[src/rtl/push_tick_pkg.sv]
// Shared definitions for the push-button run/pause tick controller.
// Contents: FSM state encoding and default parameter values.
package push_tick_pkg;

   typedef enum logic [1:0] {
      ST_IDLE  = 2'b00,
      ST_RUN   = 2'b01,
      ST_PAUSE = 2'b10
   } state_t;

   localparam int unsigned DEB_CYCLES_DEF  = 16;
   localparam int unsigned TICK_DIV_DEF    = 8;
   localparam int unsigned CNT_W_DEF       = 4;
   localparam int unsigned LONG_CYCLES_DEF = 64;

endpackage

[src/rtl/push_debounce.sv]
// Button conditioner: 2-flop synchroniser, debounce counter and edge detect.
// Ports:
//   i_clk    system clock
//   i_rst    synchronous active-high reset
//   i_push   raw asynchronous button level
//   o_level  debounced (stable) level
//   o_rise   one-cycle strobe when o_level goes 0->1
//   o_fall   one-cycle strobe when o_level goes 1->0
module push_debounce #(
   parameter int unsigned DEB_CYCLES = 16
) (
   input  logic i_clk,
   input  logic i_rst,
   input  logic i_push,
   output logic o_level,
   output logic o_rise,
   output logic o_fall
);

   localparam int unsigned DW = (DEB_CYCLES > 1) ? $clog2(DEB_CYCLES) : 1;
   localparam logic [DW-1:0] DEB_MAX = DW'(DEB_CYCLES - 1);

   logic          r_sync1;
   logic          r_sync2;
   logic          r_level;
   logic          r_rise;
   logic          r_fall;
   logic [DW-1:0] r_cnt;
   logic          w_diff;
   logic          w_accept;

   assign w_diff   = (r_sync2 != r_level);
   // Synced level has disagreed with the stable level for DEB_CYCLES cycles.
   assign w_accept = w_diff && (r_cnt == DEB_MAX);

   always_ff @(posedge i_clk) begin
      if (i_rst) begin
         r_sync1 <= 1'b0;
         r_sync2 <= 1'b0;
         r_level <= 1'b0;
         r_rise  <= 1'b0;
         r_fall  <= 1'b0;
         r_cnt   <= '0;
      end else begin
         r_sync1 <= i_push;
         r_sync2 <= r_sync1;
         r_rise  <= w_accept & r_sync2;
         r_fall  <= w_accept & ~r_sync2;
         if (!w_diff) begin
            r_cnt <= '0;
         end else if (w_accept) begin
            r_cnt   <= '0;
            r_level <= r_sync2;
         end else begin
            r_cnt <= r_cnt + 1'b1;
         end
      end
   end

   assign o_level = r_level;
   assign o_rise  = r_rise;
   assign o_fall  = r_fall;

endmodule

[src/rtl/push_tick_ctrl.sv]
// Run/pause controller: a debounced push button steps an IDLE/RUN/PAUSE FSM; in RUN a
// prescaler emits o_tick every TICK_DIV cycles and advances a CNT_W-bit wrapping count.
// Optional feature macro LONG_PRESS_CLR_EN: press acts on release, and a hold of
// LONG_CYCLES clears everything back to IDLE without a release event.
// Ports:
//   i_clk       system clock
//   i_rst       synchronous active-high reset
//   i_push      raw button level
//   o_push_evt  one-cycle press action strobe
//   o_running   1 while in RUN
//   o_tick      one-cycle prescaler strobe (count already updated)
//   o_cnt       current count
//   o_wrap      one-cycle strobe with the tick that wraps o_cnt to 0
module push_tick_ctrl
   import push_tick_pkg::*;
#(
   parameter int unsigned DEB_CYCLES  = DEB_CYCLES_DEF,
   parameter int unsigned TICK_DIV    = TICK_DIV_DEF,
   parameter int unsigned CNT_W       = CNT_W_DEF,
   parameter int unsigned LONG_CYCLES = LONG_CYCLES_DEF
) (
   input  logic             i_clk,
   input  logic             i_rst,
   input  logic             i_push,
   output logic             o_push_evt,
   output logic             o_running,
   output logic             o_tick,
   output logic [CNT_W-1:0] o_cnt,
   output logic             o_wrap
);

   localparam int unsigned PW = $clog2(TICK_DIV);
   localparam logic [PW-1:0] PRE_MAX = PW'(TICK_DIV - 1);

   if (DEB_CYCLES < 2) begin : g_deb_cfg_err
      $error("DEB_CYCLES must be >= 2");
   end
   if (TICK_DIV < 2) begin : g_div_cfg_err
      $error("TICK_DIV must be >= 2");
   end
   if (LONG_CYCLES < 2) begin : g_long_cfg_err
      $error("LONG_CYCLES must be >= 2");
   end

   state_t           r_state;
   state_t           w_state_d;
   logic [PW-1:0]    r_pre;
   logic [PW-1:0]    w_pre_d;
   logic [CNT_W-1:0] r_cnt;
   logic [CNT_W-1:0] w_cnt_d;
   logic             r_tick;
   logic             w_tick_d;
   logic             r_wrap;
   logic             w_wrap_d;
   logic             w_level;
   logic             w_rise;
   logic             w_fall;
   logic             w_evt;
   logic             w_tick_now;

   push_debounce #(
      .DEB_CYCLES (DEB_CYCLES)
   ) u_debounce (
      .i_clk   (i_clk),
      .i_rst   (i_rst),
      .i_push  (i_push),
      .o_level (w_level),
      .o_rise  (w_rise),
      .o_fall  (w_fall)
   );

`ifdef LONG_PRESS_CLR_EN
   localparam int unsigned HW = $clog2(LONG_CYCLES + 1);
   localparam logic [HW-1:0] LONG_MAX = HW'(LONG_CYCLES - 1);

   logic [HW-1:0] r_hold;
   logic          r_long;
   logic          w_long_hit;

   assign w_long_hit = w_level && !r_long && (r_hold == LONG_MAX);

   // r_long stays set until the level has dropped, masking that release's fall strobe.
   always_ff @(posedge i_clk) begin
      if (i_rst) begin
         r_hold <= '0;
         r_long <= 1'b0;
      end else if (!w_level) begin
         r_hold <= '0;
         r_long <= 1'b0;
      end else if (!r_long) begin
         r_hold <= r_hold + 1'b1;
         if (r_hold == LONG_MAX) begin
            r_long <= 1'b1;
         end
      end
   end

   // Rise and fall never coincide; the rise term is logically redundant.
   assign w_evt = w_fall & ~r_long & ~w_rise;
`else
   // A rise implies level=1 and excludes a fall; the extra terms are logically redundant.
   assign w_evt = w_rise & w_level & ~w_fall;
`endif

   assign w_tick_now = (r_state == ST_RUN) && (r_pre == PRE_MAX);

   always_comb begin
      w_state_d = r_state;
      w_pre_d   = r_pre;
      w_cnt_d   = r_cnt;
      w_tick_d  = 1'b0;
      w_wrap_d  = 1'b0;
      case (r_state)
         ST_IDLE: begin
            if (w_evt) begin
               w_state_d = ST_RUN;
               w_pre_d   = '0;
            end
         end
         ST_RUN: begin
            // A tick on the same edge as the pause event still completes.
            if (w_tick_now) begin
               w_pre_d  = '0;
               w_cnt_d  = r_cnt + 1'b1;
               w_tick_d = 1'b1;
               w_wrap_d = &r_cnt;
            end else begin
               w_pre_d = r_pre + 1'b1;
            end
            if (w_evt) begin
               w_state_d = ST_PAUSE;
            end
         end
         ST_PAUSE: begin
            if (w_evt) begin
               w_state_d = ST_RUN;
            end
         end
         default: w_state_d = ST_IDLE;
      endcase
`ifdef LONG_PRESS_CLR_EN
      if (w_long_hit) begin
         w_state_d = ST_IDLE;
         w_pre_d   = '0;
         w_cnt_d   = '0;
         w_tick_d  = 1'b0;
         w_wrap_d  = 1'b0;
      end
`endif
   end

   always_ff @(posedge i_clk) begin
      if (i_rst) begin
         r_state <= ST_IDLE;
         r_pre   <= '0;
         r_cnt   <= '0;
         r_tick  <= 1'b0;
         r_wrap  <= 1'b0;
      end else begin
         r_state <= w_state_d;
         r_pre   <= w_pre_d;
         r_cnt   <= w_cnt_d;
         r_tick  <= w_tick_d;
         r_wrap  <= w_wrap_d;
      end
   end

   assign o_push_evt = w_evt;
   assign o_running  = (r_state == ST_RUN);
   assign o_tick     = r_tick;
   assign o_cnt      = r_cnt;
   assign o_wrap     = r_wrap;

endmodule

[config.mk]
export PLATFORM = sky130hd
export DESIGN_NAME = push_tick_ctrl
export DESIGN_NICKNAME = d
export VERILOG_FILES = /design/src/rtl/push_tick_pkg.sv /design/src/rtl/push_debounce.sv /design/src/rtl/push_tick_ctrl.sv
export SDC_FILE = /design/constraint.sdc
export NUM_CORES = 1
export LEC_CHECK = 0
export CORE_MARGIN = 2
export CORE_UTILIZATION = 45
export DETAILED_ROUTE_END_ITERATION = 8
export PLACE_DENSITY_LB_ADDON = 0.25
export SYNTH_ARGS = -nofsm -noshare
export SYNTH_HDL_FRONTEND = slang
export SYNTH_SLANG_ARGS = --single-unit
export TNS_END_PERCENT = 100
[constraint.sdc]
create_clock -name i_clk -period 3.5 [get_ports i_clk]
set_input_delay 0.7 -clock i_clk [delete_from_list [all_inputs] [get_ports i_clk]]
set_output_delay 0.7 -clock i_clk [all_outputs]
set_load 0.1 [all_outputs]
# After elaboration in Yosys (flattened, before gate mapping)
# Index checks and enable logic that the tools add are counted.
# totals
reg_bits	20
out_inout_bits	8
# classes
add_sub_neg	3
n_eq_ne	8
muxes	7
bitwise	9
reduce_logical	13
# ops
operator	n
4-bit by 1-bit adder with 4-bit output (second input constant)	2
2-bit AND reduction	4
3-bit 2-to-1 mux	2
3-bit case mux with 2 select lines	1
3-bit OR reduction	2
1-bit NOT	5
1-bit bitwise AND	4
4-bit == test (second input constant)	1
2-bit 2-to-1 mux	2
2-bit inequality test (second input constant)	2
2-bit case mux with 2 select lines	1
4-bit AND reduction	1
2-bit OR reduction	2
3-bit by 1-bit adder with 3-bit output (second input constant)	1
3-bit == test (second input constant)	1
2-bit by 1-bit == test with 1-bit output (second input constant)	1
2-bit == test (second input constant)	1
1-bit logical AND	2
2-bit zero test	1
2-bit by 1-bit inequality test with 1-bit output (second input constant)	1
2-bit nonzero test	1
1-bit 2-to-1 mux	1
1-bit inequality test	1

# Longest topological paths before layout
# Gate-level depths: netlist of run 1.
# logic_depth
depth_word	4
ltp_mapped	5
depth_no_buf	5

# Hierarchy
# Synthesis of run 1 repeated with hierarchy kept, for this count alone.
# unflattened
cells_unflattened	77
hier_area_um2	780.7
# by_module_without_submodules
module	instances	cells_per_inst	area_per_inst_um2	seq_area_each_um2
push_tick_ctrl	1	49	471.7	220.2
push_debounce	1	28	309.0	180.2

# Worst setup path before layout of run 1
# No wires, ideal clock.
# synth_path
path_kind	register to output
startpoint	reg r_state[0]
endpoint	out o_running
arrival_time_ns	1.192
t_required_ns	2.800
setup_slack_ns	1.608
path_stages_with_launch	3
path_cell_list	dfxtp_1 -> nand2b_1 -> inv_1
# synth_between
elab_chain_cells	1
# synth_lines
element	line_no	text
start: declaration	push_tick_ctrl.sv:45	state_t r_state;
start signal: assignment	push_tick_ctrl.sv:160	r_state <= w_state_d;
2-bit by 1-bit == test with 1-bit output	push_tick_ctrl.sv:169	assign o_running = (r_state == ST_RUN);
end: declaration	push_tick_ctrl.sv:26	output logic o_running,
# Every way passes these cells.

# Worst setup path after layout of run 1
# layout_path
startpoint	reg r_cnt[2], in the netlist o_cnt[2]
endpoint	out o_cnt[2]
# layout_rtl
element	line_no	text
start: declaration	push_tick_ctrl.sv:49	logic [CNT_W-1:0] r_cnt;
start signal: assignment	push_tick_ctrl.sv:162	r_cnt <= w_cnt_d;
end: declaration	push_tick_ctrl.sv:28	output logic [CNT_W-1:0] o_cnt,
# No word-level cell between the ends.

==> results of run 1 <==
[per-stage QoR]
stage,power (W),instance area [sq um],setup WS (ns),instances,hold slack [ns]
6_report,0.000423,948,0.949,106,0.463
3_3_place_gp,0.000242,896,1.28,102,0.427
3_5_place_dp,0.000242,896,1.28,102,0.428
2_1_floorplan,0.000239,791,1.61,76,0.414
4_1_cts,0.000427,948,0.933,106,0.467
5_1_grt,0.000437,948,0.886,106,0.482
[cell type report]
cell class	instances	area [sq um]	area share (%)
clock inverter	1	30.0	3.17
multi-input combinational	51	364	38.4
clock buffer	3	22.5	2.37
timing repair buffer	10	95.1	10.0
tap	17	21.3	2.24
sequential	20	400	42.2
inverter	4	15.0	1.58
[worst max-delay path by stage]
stage                     from   endpoint  slack, ns  cells after the start
finish                o_cnt[2]   o_cnt[2]       0.95                      1
global route          o_cnt[2]   o_cnt[2]       0.89                      1
CTS                   o_cnt[2]   o_cnt[2]       0.93                      1
detailed placement    o_cnt[2]   o_cnt[2]       1.28                      1
global placement      o_cnt[2]   o_cnt[2]       1.28                      1
floorplan           r_state[0]  o_running       1.61                      2
[cell families after synthesis]
logic type	Yosys count	share of synthesized area (%)
mux	3	3.96
xor+xnor	5	5.54
simple gates	33	25.8
compound gates	6	4.43
flops	20	50.6
fa+ha+maj	4	6.33
buf+inv	5	3.32
[layer usage]
metal	wire, um	vias to the layer above	track usage, %	part of all wire, %
met5	0	-	0	0
met4	9	0	6.86	0.74
met3	22	2	2.38	1.8
met2	563	5	20.3	46
met1	619	265	16.6	51
li1	-	293	-	-
[registers in the layout, indices dropped and copies added, names as in the netlist]
name,count
u_debounce.r_sync1,1
r_pre,3
o_wrap,1
u_debounce.r_sync2,1
o_cnt,4
u_debounce.o_fall,1
r_state,2
o_tick,1
u_debounce.o_level,1
u_debounce.o_rise,1
u_debounce.r_cnt,4
[cells in the final DEF, fill, tap and decap left out]
cell type and instances:
a41o_1 1, ha_1 4, nor2_1 9, nand2_1 2
nand4bb_1 1, xor2_1 5, dfxtp_1 20, nand3b_1 1
nand3_1 7, and4_1 1, mux2_1 1, o21ai_0 1
nand3b_4 1, inv_1 4, nand2b_1 1, and2b_1 1
clkbuf_4 3, nand4b_1 1, nor4b_1 3, or3_1 2
and3_1 1, nor2b_1 2, a21oi_1 4, bufinv_16 1
clkdlybuf4s50_1 8, mux2i_1 2, buf_4 2
[where the power goes]
group | internal, W | leakage (nW) | switching [W] | total [W]
sequential | 0.000229 | 0.162 | 0.000000985 | 0.000230
clock | 0.000116 | 0.0279 | 0.0000706 | 0.000186
combinational | 0.00000321 | 0.265 | 0.00000395 | 0.00000717
==> results.toml, run 1 <==
[outcome]
status = "completed"

[yosys]
syn-instance-count = 76
ys_types = 24
syn_avg_cell_area_sq_um = 10.4
synth_top_flop_cell = "dfxtp_1"
synth-edff-count = 0
synth_area_sq_um = 791
synth_seq_cells = 20
seq_area_frac_synth_pct = 50.6
synth_top_cell_area_share_pct = 50.6
synthArstFlopShare_pct = 0
synthTopCellsByArea = "dfxtp_1 51%, ha_1 6.3%, xor2_1 5.5%"
synthesis.nets = 83
ys_warn_count = 0
synth.most_common_cell = "dfxtp_1"
yosys.area.top_type = "dfxtp_1"
yosys-top-cells-count = "20 x dfxtp_1, 9 x nor2_1, 7 x nand3_1"

[place]
gp_congestion = 0.708
hpwl_um = 935
portBuffers = 10

[cts]
post_cts_resized = 0
numCtsBuffers = 3
cts.sinks = 20
cts.clk_slew.worst_paths_ns = 0.12
cts_htree_levels = 1
cts_tree = "built"
root_buffer = "clkbuf_4"
ctsLongestPathBuffers = 2
postCtsSetupBuffers = 0
clk_latency_ns = 0.30
cts_hold_buf = 0

[setup_path]
crit_family = "buffers and inverters"
cp_max_fo = 4
crit_path_cell_trace = "clkdlybuf4s50_1"
crit_path_end_kind = "primary output"
critPathSlowestCell = "clkdlybuf4s50_1"
reg2reg_from = "r_pre[0]"
r2r-end = "o_cnt[3]"
rr_worst_depth = 5
startpoint_type = "flop"
reg2reg_slack_ns = 2.00
cp.required_ns = 2.80
crit_buf_inv = 1
cpPeakStageDelay_ns = 1.15
cp.arrival_ns = 1.85
critPathKind = "flop to primary output"

[global_routing]
grt_max_degree = 17
grt_pass1_vias = 488
track_usage_pct = 12.9
grt_pass1_wl_mm = 1.97
gr-total-overflow = 0
antenna_found_initial = 0

[min_path]
hold_path_class = "flop to flop"
holdCritStartpoint = "u_debounce.r_cnt[0]"
min_to = "u_debounce.r_cnt[0]"
whs_path_depth = 1

[finish]
area_growth_syn_to_layout_pct = 19.9
drive_gt1_share_pct = 7.87
fillCellCount = 153
final_nets = 97
diodes = 0
final_util_pct = 56.1

[sta]
grt_setup_unrepaired = "false"
relSlewSlack_pct = 35.7
setup_viol = 0
clock_skew_ns = 0.0104
tns_ns = 0
worst_slew_pin_slew_ns = 0.962
timing.final.crit_period_ns = 2.55
fin_crit_sh_pct = 72.9
hold_viol = 0
slew_violations = 0
fmaxAchievable_mhz = 392

[job]
max_cap_viol_count = 0

[floorplan]
start_util_pct = 46.8
fp.coreArea_sq_mm = 0.00169
row_count = 15
ios = 11
dieWidth_um = 45.9
die_h_um = 45.9
dieArea_sq_mm = 0.00211

[power]
powerDensity_mw_per_mm2 = 446
p_leak_nw = 0.454
ir_worst_vdd_uv = 236

[detailed_routing]
drtPass1Iterations = 3
via_count = 565
drc_errors = 0
first_iter_violations = 3
ant_nets = 0
viasPerCell = 5.33
routed_wl_mm = 1.21
wl_per_cell_um = 11.5
(Power assumes the default switching activity.)
==> run 2: changes to the inputs <==
==> constraint.sdc (replaced) <==
create_clock -name i_clk -period 2.11 [get_ports i_clk]
set_input_delay 0.422 -clock i_clk [delete_from_list [all_inputs] [get_ports i_clk]]
set_output_delay 0.422 -clock i_clk [all_outputs]
set_load 0.1 [all_outputs]
==> results.toml, run 2 (synthesis gave the netlist of run 1 again) <==
[outcome]
status = "completed"

[cts]
clk_latency_ns = 0.30
postCtsSetupBuffers = 0
cts.sinks = 20
cts.clk_slew.worst_paths_ns = 0.11
post_cts_resized = 0
cts_hold_buf = 0
numCtsBuffers = 3
ctsLongestPathBuffers = 2
cts_tree = "built"
cts_htree_levels = 1
root_buffer = "clkbuf_4"

[floorplan]
dieArea_sq_mm = 0.00211
row_count = 15
start_util_pct = 46.8
ios = 11
die_h_um = 45.9
fp.coreArea_sq_mm = 0.00169
dieWidth_um = 45.9

[place]
portBuffers = 10
pre_cts_slack_ns = 0.385
post_dp_cell_area_sq_um = 906
gp_congestion = 0.634
hpwl_um = 948

[power]
swShare_pct = 17.8
p_leak_nw = 0.472
ir_worst_vdd_uv = 526
pwr-share-comb_pct = 1.7
pwr-share-clk_pct = 44.0
p_int_w = 0.000577
seq_power_share_pct = 54.3
powerDensity_mw_per_mm2 = 732
switchingPower_w = 0.000125

[sta]
timing.final.crit_period_ns = 1.80
worst_slew_pin_slew_ns = 0.508
setup_viol = 0
whs_ns = 0.463
clock_skew_ns = 0.00802
grt_setup_unrepaired = "false"
hold_viol = 0
relSlewSlack_pct = 66.0
setup_ws_ns = 0.314
fin_crit_sh_pct = 85.1
slew_violations = 0
fmaxAchievable_mhz = 557
tns_ns = 0

[finish]
area_growth_syn_to_layout_pct = 21.2
final_util_pct = 56.7
diodes = 0
final_nets = 97
drive_gt1_share_pct = 14.6
final_cell_mix = "20 x dfxtp_1, 9 x nor2_1, 7 x nand3_1, 6 x buf_4, 5 x xor2_1"
layout_commonest_cell = "dfxtp_1"
final_cell_area_sq_um = 958

[setup_path]
cp_max_fo = 7
startpoint_type = "flop"
crit_path_end = "o_running"
critPathKind = "flop to primary output"
crit_path_end_kind = "primary output"
setup.worst_path.start = "r_state[0]"
cp.arrival_ns = 1.37
cp.required_ns = 1.69
reg2reg_from = "r_pre[0]"
r2r-end = "o_cnt[3]"
rr_worst_depth = 5
reg2reg_slack_ns = 0.60

[global_routing]
gr-total-overflow = 0
grt_pass1_wl_mm = 2.13
grt_max_degree = 17
antenna_found_initial = 0
grt_pass1_vias = 505
track_usage_pct = 14.7

[detailed_routing]
via_count = 562
first_iter_violations = 3
ant_nets = 0
routed_wl_mm = 1.25
wl_per_cell_um = 11.8
drc_errors = 0
viasPerCell = 5.30
drtPass1Iterations = 2

[min_path]
hold_path_class = "flop to flop"

[job]
max_cap_viol_count = 0
## run 2: critical path, stage by stage, from the launching register on
cell and delay, ns:
dfxtp_1 0.45, nand2b_1 0.19, inv_1 0.23, buf_12 0.21
## run 2: final cells by class
cell class / instances / area [sq um]
repair buffers: 10 / 105
well taps: 17 / 21.3
clock buffers: 3 / 22.5
flip-flops and latches: 20 / 400
clock inverters: 1 / 30.0
fillers: 148 / 731
multi-input cells: 51 / 364
inverters: 4 / 15.0
## run 2: power by group through the flow
stage / registers (W) / logic, W / clock network (W)
2_1_floorplan: 0.000389 / 0.00000749 / 0
3_5_place_dp: 0.000390 / 0.0000119 / 0
5_1_grt: 0.000382 / 0.0000136 / 0.000326
6_report: 0.000381 / 0.0000116 / 0.000309
4_1_cts: 0.000381 / 0.0000118 / 0.000316
3_3_place_gp: 0.000390 / 0.0000117 / 0
## run 2: metal layers
layer / vias up / track usage (%) / routed length, um
li1: 291 / - / -
met5: - / 0 / 0
met3: 5 / 2.38 / 29
met2: 8 / 20.8 / 570
met4: 0 / 12.0 / 49
met1: 258 / 19.4 / 603
## run 2: stage by stage
| stage | power, W | cells |
|---|---|---|
| 2_1_floorplan | 0.000397 | 76 |
| 3_3_place_gp | 0.000401 | 102 |
| 3_5_place_dp | 0.000402 | 102 |
| 4_1_cts | 0.000709 | 106 |
| 5_1_grt | 0.000722 | 106 |
| 6_report | 0.000702 | 106 |
## run 2: how the worst min path moves through the flow
stage,from,endpoint,slack (ns),depth (start not counted)
6_report,u_debounce.r_cnt[0],u_debounce.r_cnt[0],0.46,1
4_1_cts,u_debounce.r_sync1,u_debounce.r_sync2,0.47,1
3_5_place_dp,u_debounce.r_cnt[0],u_debounce.r_cnt[0],0.44,1
2_1_floorplan,u_debounce.r_sync1,u_debounce.r_sync2,0.41,1
5_1_grt,u_debounce.r_cnt[0],u_debounce.r_cnt[0],0.48,1
3_3_place_gp,u_debounce.r_cnt[0],u_debounce.r_cnt[0],0.44,1
